==> config.mk <==
export PLATFORM = sky130hd
export DESIGN_NAME = mac_cluster_feeder
export DESIGN_NICKNAME = d
export VERILOG_FILES = /design/src/rtl/cool_attn_pkg.sv /design/src/rtl/feeder_tag_line.sv /design/src/rtl/mac_cluster_feeder.sv
export SDC_FILE = /design/constraint.sdc
export NUM_CORES = 1
export LEC_CHECK = 0
export ABC_AREA = 1
export CELL_PAD_IN_SITES_DETAIL_PLACEMENT = 2
export CELL_PAD_IN_SITES_GLOBAL_PLACEMENT = 2
export CORE_ASPECT_RATIO = 0.5
export CORE_UTILIZATION = 17
export DETAILED_ROUTE_END_ITERATION = 8
export PLACE_DENSITY = 0.78
export SYNTH_ARGS = -nofsm -noshare
export SYNTH_HDL_FRONTEND = slang
export SYNTH_SLANG_ARGS = --single-unit
==> constraint.sdc <==
create_clock -name clk -period 3.3 [get_ports clk]
set_clock_uncertainty 0.2 [all_clocks]
set_input_delay 0.825 -clock clk [delete_from_list [all_inputs] [get_ports clk]]
set_output_delay 0.825 -clock clk [all_outputs]
set_load 0.01 [all_outputs]
==> src/rtl/cool_attn_pkg.sv <==
// Shared types and defaults for the attention-path cluster wrappers.
//   LANES       : operand pairs per beat / multipliers per cluster
//   DATA_WIDTH  : default operand width per lane
//   PROD_WIDTH  : default cluster result width
//   lane_vec_t  : one beat's worth of lane operands, lane0 in LSBs
//   beat_tag_t  : per-slot marker that travels alongside the cluster pipeline
package cool_attn_pkg;

  localparam int unsigned LANES      = 8;
  localparam int unsigned DATA_WIDTH = 8;
  localparam int unsigned PROD_WIDTH = 16;

  typedef logic [LANES-1:0][DATA_WIDTH-1:0] lane_vec_t;

  typedef struct packed {
    logic valid;
    logic last;
  } beat_tag_t;

endpackage

==> src/rtl/feeder_tag_line.sv <==
// Fixed-depth delay line of beat tags that runs in lockstep with a cluster
// pipeline: one tag enters per enabled cycle, everything freezes otherwise.
//   clk, rst : clock, asynchronous active-high reset (clears every stage)
//   en_i     : advance the line by one stage
//   tag_i    : tag entering stage 0
//   tag_o    : tag held in the last stage
module feeder_tag_line
  import cool_attn_pkg::*;
#(
  parameter int unsigned DEPTH = 4
) (
  input  logic      clk,
  input  logic      rst,
  input  logic      en_i,
  input  beat_tag_t tag_i,
  output beat_tag_t tag_o
);

  beat_tag_t [DEPTH-1:0] stage_q;

  always_ff @(posedge clk or posedge rst) begin
    if (rst) begin
      stage_q <= '0;
    end else if (en_i) begin
      stage_q[0] <= tag_i;
      for (int unsigned i = 1; i < DEPTH; i++) begin
        stage_q[i] <= stage_q[i-1];
      end
    end
  end

  assign tag_o = stage_q[DEPTH-1];

endmodule

==> src/rtl/mac_cluster_feeder.sv <==
// Feeds an 8-lane MAC cluster from a valid/ready beat stream and turns the
// per-beat cluster sums into one dot product per vector (beats closed by
// in_last).
//   clk, rst            : clock, asynchronous active-high reset
//   in_valid/in_ready   : beat handshake; in_a/in_b lane operands, in_last
//   cl_ebl, cl_a, cl_b  : cluster enable and operands (lane0 -> m1)
//   cl_out              : cluster sum, CLUSTER_LAT cycles after operand sample
//   res_valid/res_ready : result handshake; res_data dot product,
//                         res_beats beat count (saturating)
module mac_cluster_feeder #(
  parameter int unsigned DATA_WIDTH  = cool_attn_pkg::DATA_WIDTH,
  parameter int unsigned PROD_WIDTH  = cool_attn_pkg::PROD_WIDTH,
  parameter int unsigned ACC_WIDTH   = 24,
  parameter int unsigned CLUSTER_LAT = 4,
  parameter int unsigned CNT_WIDTH   = 8
) (
  input  logic                                        clk,
  input  logic                                        rst,
  input  logic                                        in_valid,
  output logic                                        in_ready,
  input  logic [cool_attn_pkg::LANES*DATA_WIDTH-1:0]  in_a,
  input  logic [cool_attn_pkg::LANES*DATA_WIDTH-1:0]  in_b,
  input  logic                                        in_last,
  output logic                                        cl_ebl,
  output logic [cool_attn_pkg::LANES*DATA_WIDTH-1:0]  cl_a,
  output logic [cool_attn_pkg::LANES*DATA_WIDTH-1:0]  cl_b,
  input  logic [PROD_WIDTH-1:0]                       cl_out,
  output logic                                        res_valid,
  input  logic                                        res_ready,
  output logic [ACC_WIDTH-1:0]                        res_data,
  output logic [CNT_WIDTH-1:0]                        res_beats
);

  import cool_attn_pkg::*;

  logic                 accept;
  beat_tag_t            push_tag;
  beat_tag_t            line_tag;
  beat_tag_t            exit_q;

  logic [ACC_WIDTH-1:0] acc_q,       acc_d;
  logic [CNT_WIDTH-1:0] cnt_q,       cnt_d;
  logic                 res_valid_q, res_valid_d;
  logic [ACC_WIDTH-1:0] res_data_q,  res_data_d;
  logic [CNT_WIDTH-1:0] res_beats_q, res_beats_d;

  logic [ACC_WIDTH-1:0] acc_sum;
  logic [CNT_WIDTH-1:0] cnt_inc;

  // A held result that is not being taken freezes the whole pipeline, so
  // the next last-exit can never collide with an unconsumed result.
  assign cl_ebl   = !(res_valid_q && !res_ready) && !rst;
  assign in_ready = cl_ebl;
  assign accept   = in_valid && cl_ebl;

  // Idle slots carry zero operands so the cluster sum for a bubble is zero.
  assign cl_a = accept ? in_a : '0;
  assign cl_b = accept ? in_b : '0;

  assign push_tag.valid = accept;
  assign push_tag.last  = accept && in_last;

  feeder_tag_line #(
    .DEPTH (CLUSTER_LAT)
  ) u_tag_line (
    .clk   (clk),
    .rst   (rst),
    .en_i  (cl_ebl),
    .tag_i (push_tag),
    .tag_o (line_tag)
  );

  // exit_q is the tag leaving the line: it is captured on the same edge
  // that loads its beat's sum onto cl_out, so the two are paired here.
  always_ff @(posedge clk or posedge rst) begin
    if (rst) begin
      exit_q <= '0;
    end else if (cl_ebl) begin
      exit_q <= line_tag;
    end
  end

  always_comb begin
    acc_sum     = acc_q + ACC_WIDTH'(cl_out);
    cnt_inc     = (cnt_q == '1) ? cnt_q : cnt_q + CNT_WIDTH'(1);
    acc_d       = acc_q;
    cnt_d       = cnt_q;
    res_valid_d = res_valid_q;
    res_data_d  = res_data_q;
    res_beats_d = res_beats_q;

    if (cl_ebl) begin
      if (res_valid_q && res_ready) begin
        res_valid_d = 1'b0;
      end
      if (exit_q.valid) begin
        if (exit_q.last) begin
          res_valid_d = 1'b1;
          res_data_d  = acc_sum;
          res_beats_d = cnt_inc;
          acc_d       = '0;
          cnt_d       = '0;
        end else begin
          acc_d = acc_sum;
          cnt_d = cnt_inc;
        end
      end
    end
  end

  always_ff @(posedge clk or posedge rst) begin
    if (rst) begin
      acc_q       <= '0;
      cnt_q       <= '0;
      res_valid_q <= 1'b0;
      res_data_q  <= '0;
      res_beats_q <= '0;
    end else begin
      acc_q       <= acc_d;
      cnt_q       <= cnt_d;
      res_valid_q <= res_valid_d;
      res_data_q  <= res_data_d;
      res_beats_q <= res_beats_d;
    end
  end

  assign res_valid = res_valid_q;
  assign res_data  = res_data_q;
  assign res_beats = res_beats_q;

endmodule

==> impl_metrics.json, run 1 <==
{
  "run_status": "finished clean",
  "cp_num_buf_inv": 4,
  "dp.cells": 1601,
  "max-slew-margin-rel_pct": 30.7,
  "synth_flop_cell": "dfrtp_1",
  "start_util_pct": 17.6,
  "io_pins": 312,
  "synth_common_cells": "245 x nand2_1, 200 x inv_1, 156 x nor2_1",
  "io_buffers": 311,
  "yosysWarnings": 0,
  "yosysTopAreaCell": "dfrtp_1",
  "rsz0062_at_grt": "true",
  "drv_cap": 0,
  "grt_pass1_vias": 7171,
  "cpPeakStageDelay_ns": 0.56,
  "crit_family": "buffers and inverters",
  "hp-start": "u_tag_line.tag_o[0]$_DFFE_PP0P_",
  "p_int_mw": 2.88,
  "nets": 1361,
  "core_um2": 30900,
  "start_kind": "input port",
  "die_area_um2": 32800,
  "overflow": 0,
  "antenna_left": 0,
  "setup_viol": 0,
  "die_y_um": 128,
  "post-route-period-util_pct": 99.2,
  "path_class": "input port to output port",
  "wl_per_cell_um": 18.2,
  "drive_gt1_share_pct": 12.4,
  "synth.area.top_cells": "dfrtp_1 34%, nand2_1 17%, inv_1 14%, nor2_1 11%, nand3_1 4.6%",
  "hold_violations": 0,
  "clock-sinks": 75,
  "slowest_stage": "clkdlybuf4s50_1",
  "synth_edf_count": 0,
  "layout_min_cycle_time_ns": 3.27,
  "fin_cells": 1626,
  "crit_chain": "clkdlybuf4s50_1 > o21ai_2 > inv_2 > buf_4 > clkdlybuf4s50_1",
  "required_ns": 2.27,
  "clock_latency_ns": 0.34,
  "ys_ff_latch": 75,
  "max_freq_ghz": 0.305,
  "cts_root_buf": "clkbuf_16",
  "syn_nets": 1050,
  "drc": 0,
  "power_density_nw_per_um2": 541,
  "netlist.area_leader.share_pct": 34.5,
  "dr.pass1.iters": 4,
  "finalMaxSlewViolations": 0,
  "hpwlAfterDp_um": 24100,
  "cts_tree": "yes",
  "postPlaceCellArea_um2": 9080,
  "crit_top_cell": "clkdlybuf4s50_1",
  "holdPathStages": 2,
  "rows": 45,
  "yosysMostFrequentCell": "nand2_1",
  "critPathMaxFanout": 13,
  "crit_path_end_kind": "output port",
  "grt.total_usage_pct": 17.2,
  "drt-total-wl_um": 29600,
  "die_width_um": 255,
  "r2r-start": "res_valid$_DFFE_PP0P_",
  "yosysSeqAreaShare_pct": 34.5,
  "grt_pass1_wl_um": 42900,
  "tightestPinTransition_ns": 1.04,
  "p_clk_share_pct": 22.1,
  "stdcell_area_um2": 9100,
  "ctsLongestPathBuffers": 2,
  "hold_end": "exit_q[0]$_DFFE_PP0P_",
  "power_frac_comb_pct": 49.5,
  "synthCells": 883,
  "hold_path.class": "register to register",
  "ys_async_sr_fraction_pct": 100,
  "htree_num_levels": 3,
  "antenna_found_initial": 7,
  "syn_to_final_growth_pct": 67.3,
  "seq_power_share_pct": 28.5,
  "ff2ff_setup_slack_ns": 0.93,
  "drt_iter0_drc": 202,
  "synth_cell_types": 30,
  "drt-vias-per-instance": 4.04,
  "vias": 6571,
  "synth.avg_cell_area_um2": 6.16,
  "cp.arrival_ns": 2.25,
  "r2r_end": "res_data[17]$_DFFE_PP0P_",
  "gp_congestion": 0.893,
  "clk_pin_slew_ns": 0.06,
  "grt_max_degree": 76,
  "numCtsBuffers": 9,
  "syn_area_um2": 5440,
  "power_switching_mw": 2.04,
  "power_switching_share_pct": 41.5,
  "ir_drop_mv": 0.220,
  "r2r_cells": 10,
  "p_leak_nw": 5.05
}
## worst max path at each step
stage          cells past startpoint        to  slack (ns)      start
2_1_floorplan                      7  cl_b[53]        0.12        rst
3_3_place_gp                       8  cl_b[24]       -0.29        rst
3_5_place_dp                       8  cl_b[47]       -0.31        rst
4_1_cts                            6    cl_ebl       -0.03        rst
5_1_grt                            5    cl_ebl       -0.05  res_ready
6_report                           5    cl_ebl        0.03  res_ready
## routing by layer
metal / part of all wire (%) / track usage [%] / wire, µm
met4: 0.84 / 2.85 / 248
met2: 50 / 31.1 / 14900
met1: 44 / 21.3 / 13100
met3: 4.3 / 3.56 / 1280
met5: 0.26 / 0 / 76
## stage by stage
step	setup WS, ns	TNS, ns	hold slack [ns]	total power [mW]	utilization (%)
2_1_floorplan	0.123	0	0.242	2.75	-
3_3_place_gp	-0.290	-26.01	0.254	3.77	29.4
3_5_place_dp	-0.314	-27.66	0.272	3.89	29.4
4_1_cts	-0.0297	-0.159	0.288	4.98	29.9
5_1_grt	-0.0508	-0.146	0.317	5.30	29.4
6_report	0.0256	0	0.281	4.93	29.4
## power groups by stage
stage | Sequential, mW | Combinational [mW] | Clock [mW]
6_report | 1.40 | 2.44 | 1.09
5_1_grt | 1.44 | 2.71 | 1.15
2_1_floorplan | 1.44 | 1.31 | 0
3_3_place_gp | 1.40 | 2.38 | 0
3_5_place_dp | 1.42 | 2.47 | 0
4_1_cts | 1.41 | 2.46 | 1.12
## cells by family after synthesis
kind of cell    Yosys count  synth area share [%]
buf+inv                 236                  17.1
compound gates           55                  5.61
xor+xnor                 10                  1.61
fa+ha+maj                18                  4.28
simple gates            489                  36.9
flops                    75                  34.5
## worst min-delay path: stages, from the launching register on
cell     delay [ns]
dfrtp_1        0.34
nand2_1        0.06
nand2_1        0.05
## layout make-up
type | count | area, µm²
Antenna cell | 5 | 12.5
Clock buffer | 9 | 225
Clock inverter | 6 | 90.1
Fill cell | 3657 | 21800
Inverter | 207 | 779
Multi-Input combinational cell | 572 | 2660
Sequential cell | 75 | 1880
Tap cell | 423 | 529
Timing Repair Buffer | 329 | 2930
## registers in the layout, indices dropped and copies added (netlist names)
| name | cells |
|---|---|
| res_beats | 8 |
| res_data | 24 |
| cnt_q | 8 |
| u_tag_line.tag_o | 2 |
| exit_q | 2 |
| acc_q | 24 |
| res_valid | 1 |
| u_tag_line.stage_q | 6 |
## layout by cell type, fill, tap and decap left out, types with 3 or more instances in the layout
cell,synthesis,final
o21ai_2,3,3
nand3_1,50,50
ha_1,17,17
dlygate4sd2_1,0,33
xor2_1,6,6
clkbuf_2,0,71
buf_4,4,9
a22o_1,3,3
o21ai_0,26,26
nor2_1,156,154
diode_2,0,5
xnor2_1,4,4
dfrtp_1,75,75
o21ai_1,8,8
buf_2,22,7
clkdlybuf4s50_1,0,180
nand2_1,245,244
o22ai_1,4,4
nor3_1,4,4
nand3b_1,3,3
nor2_2,7,9
clkbuf_16,0,11
inv_1,200,200
nand4_1,6,6
nand2_2,12,12
inv_2,7,6
clkdlybuf4s15_1,0,17
a21oi_1,10,10
## repair_timing
| item | 4_1_cts | 5_1_grt |
|---|---|---|
| setup buffers | 0 | 2 |
| endpoints found under the setup margin | 129 | 102 |
| hold buffers | 0 | 0 |
| pin swaps | 0 | 1 |
| gates resized for setup | 138 | 185 |
| gates cloned | 0 | 3 |
(Power assumes the default switching activity.)
==> run 2, diff against run 1 <==
- HOLD_SLACK_MARGIN: unset -> 0.08
==> results of run 2 <==
Same layout as run 1: the final DEF is identical, and so are final timing and power.
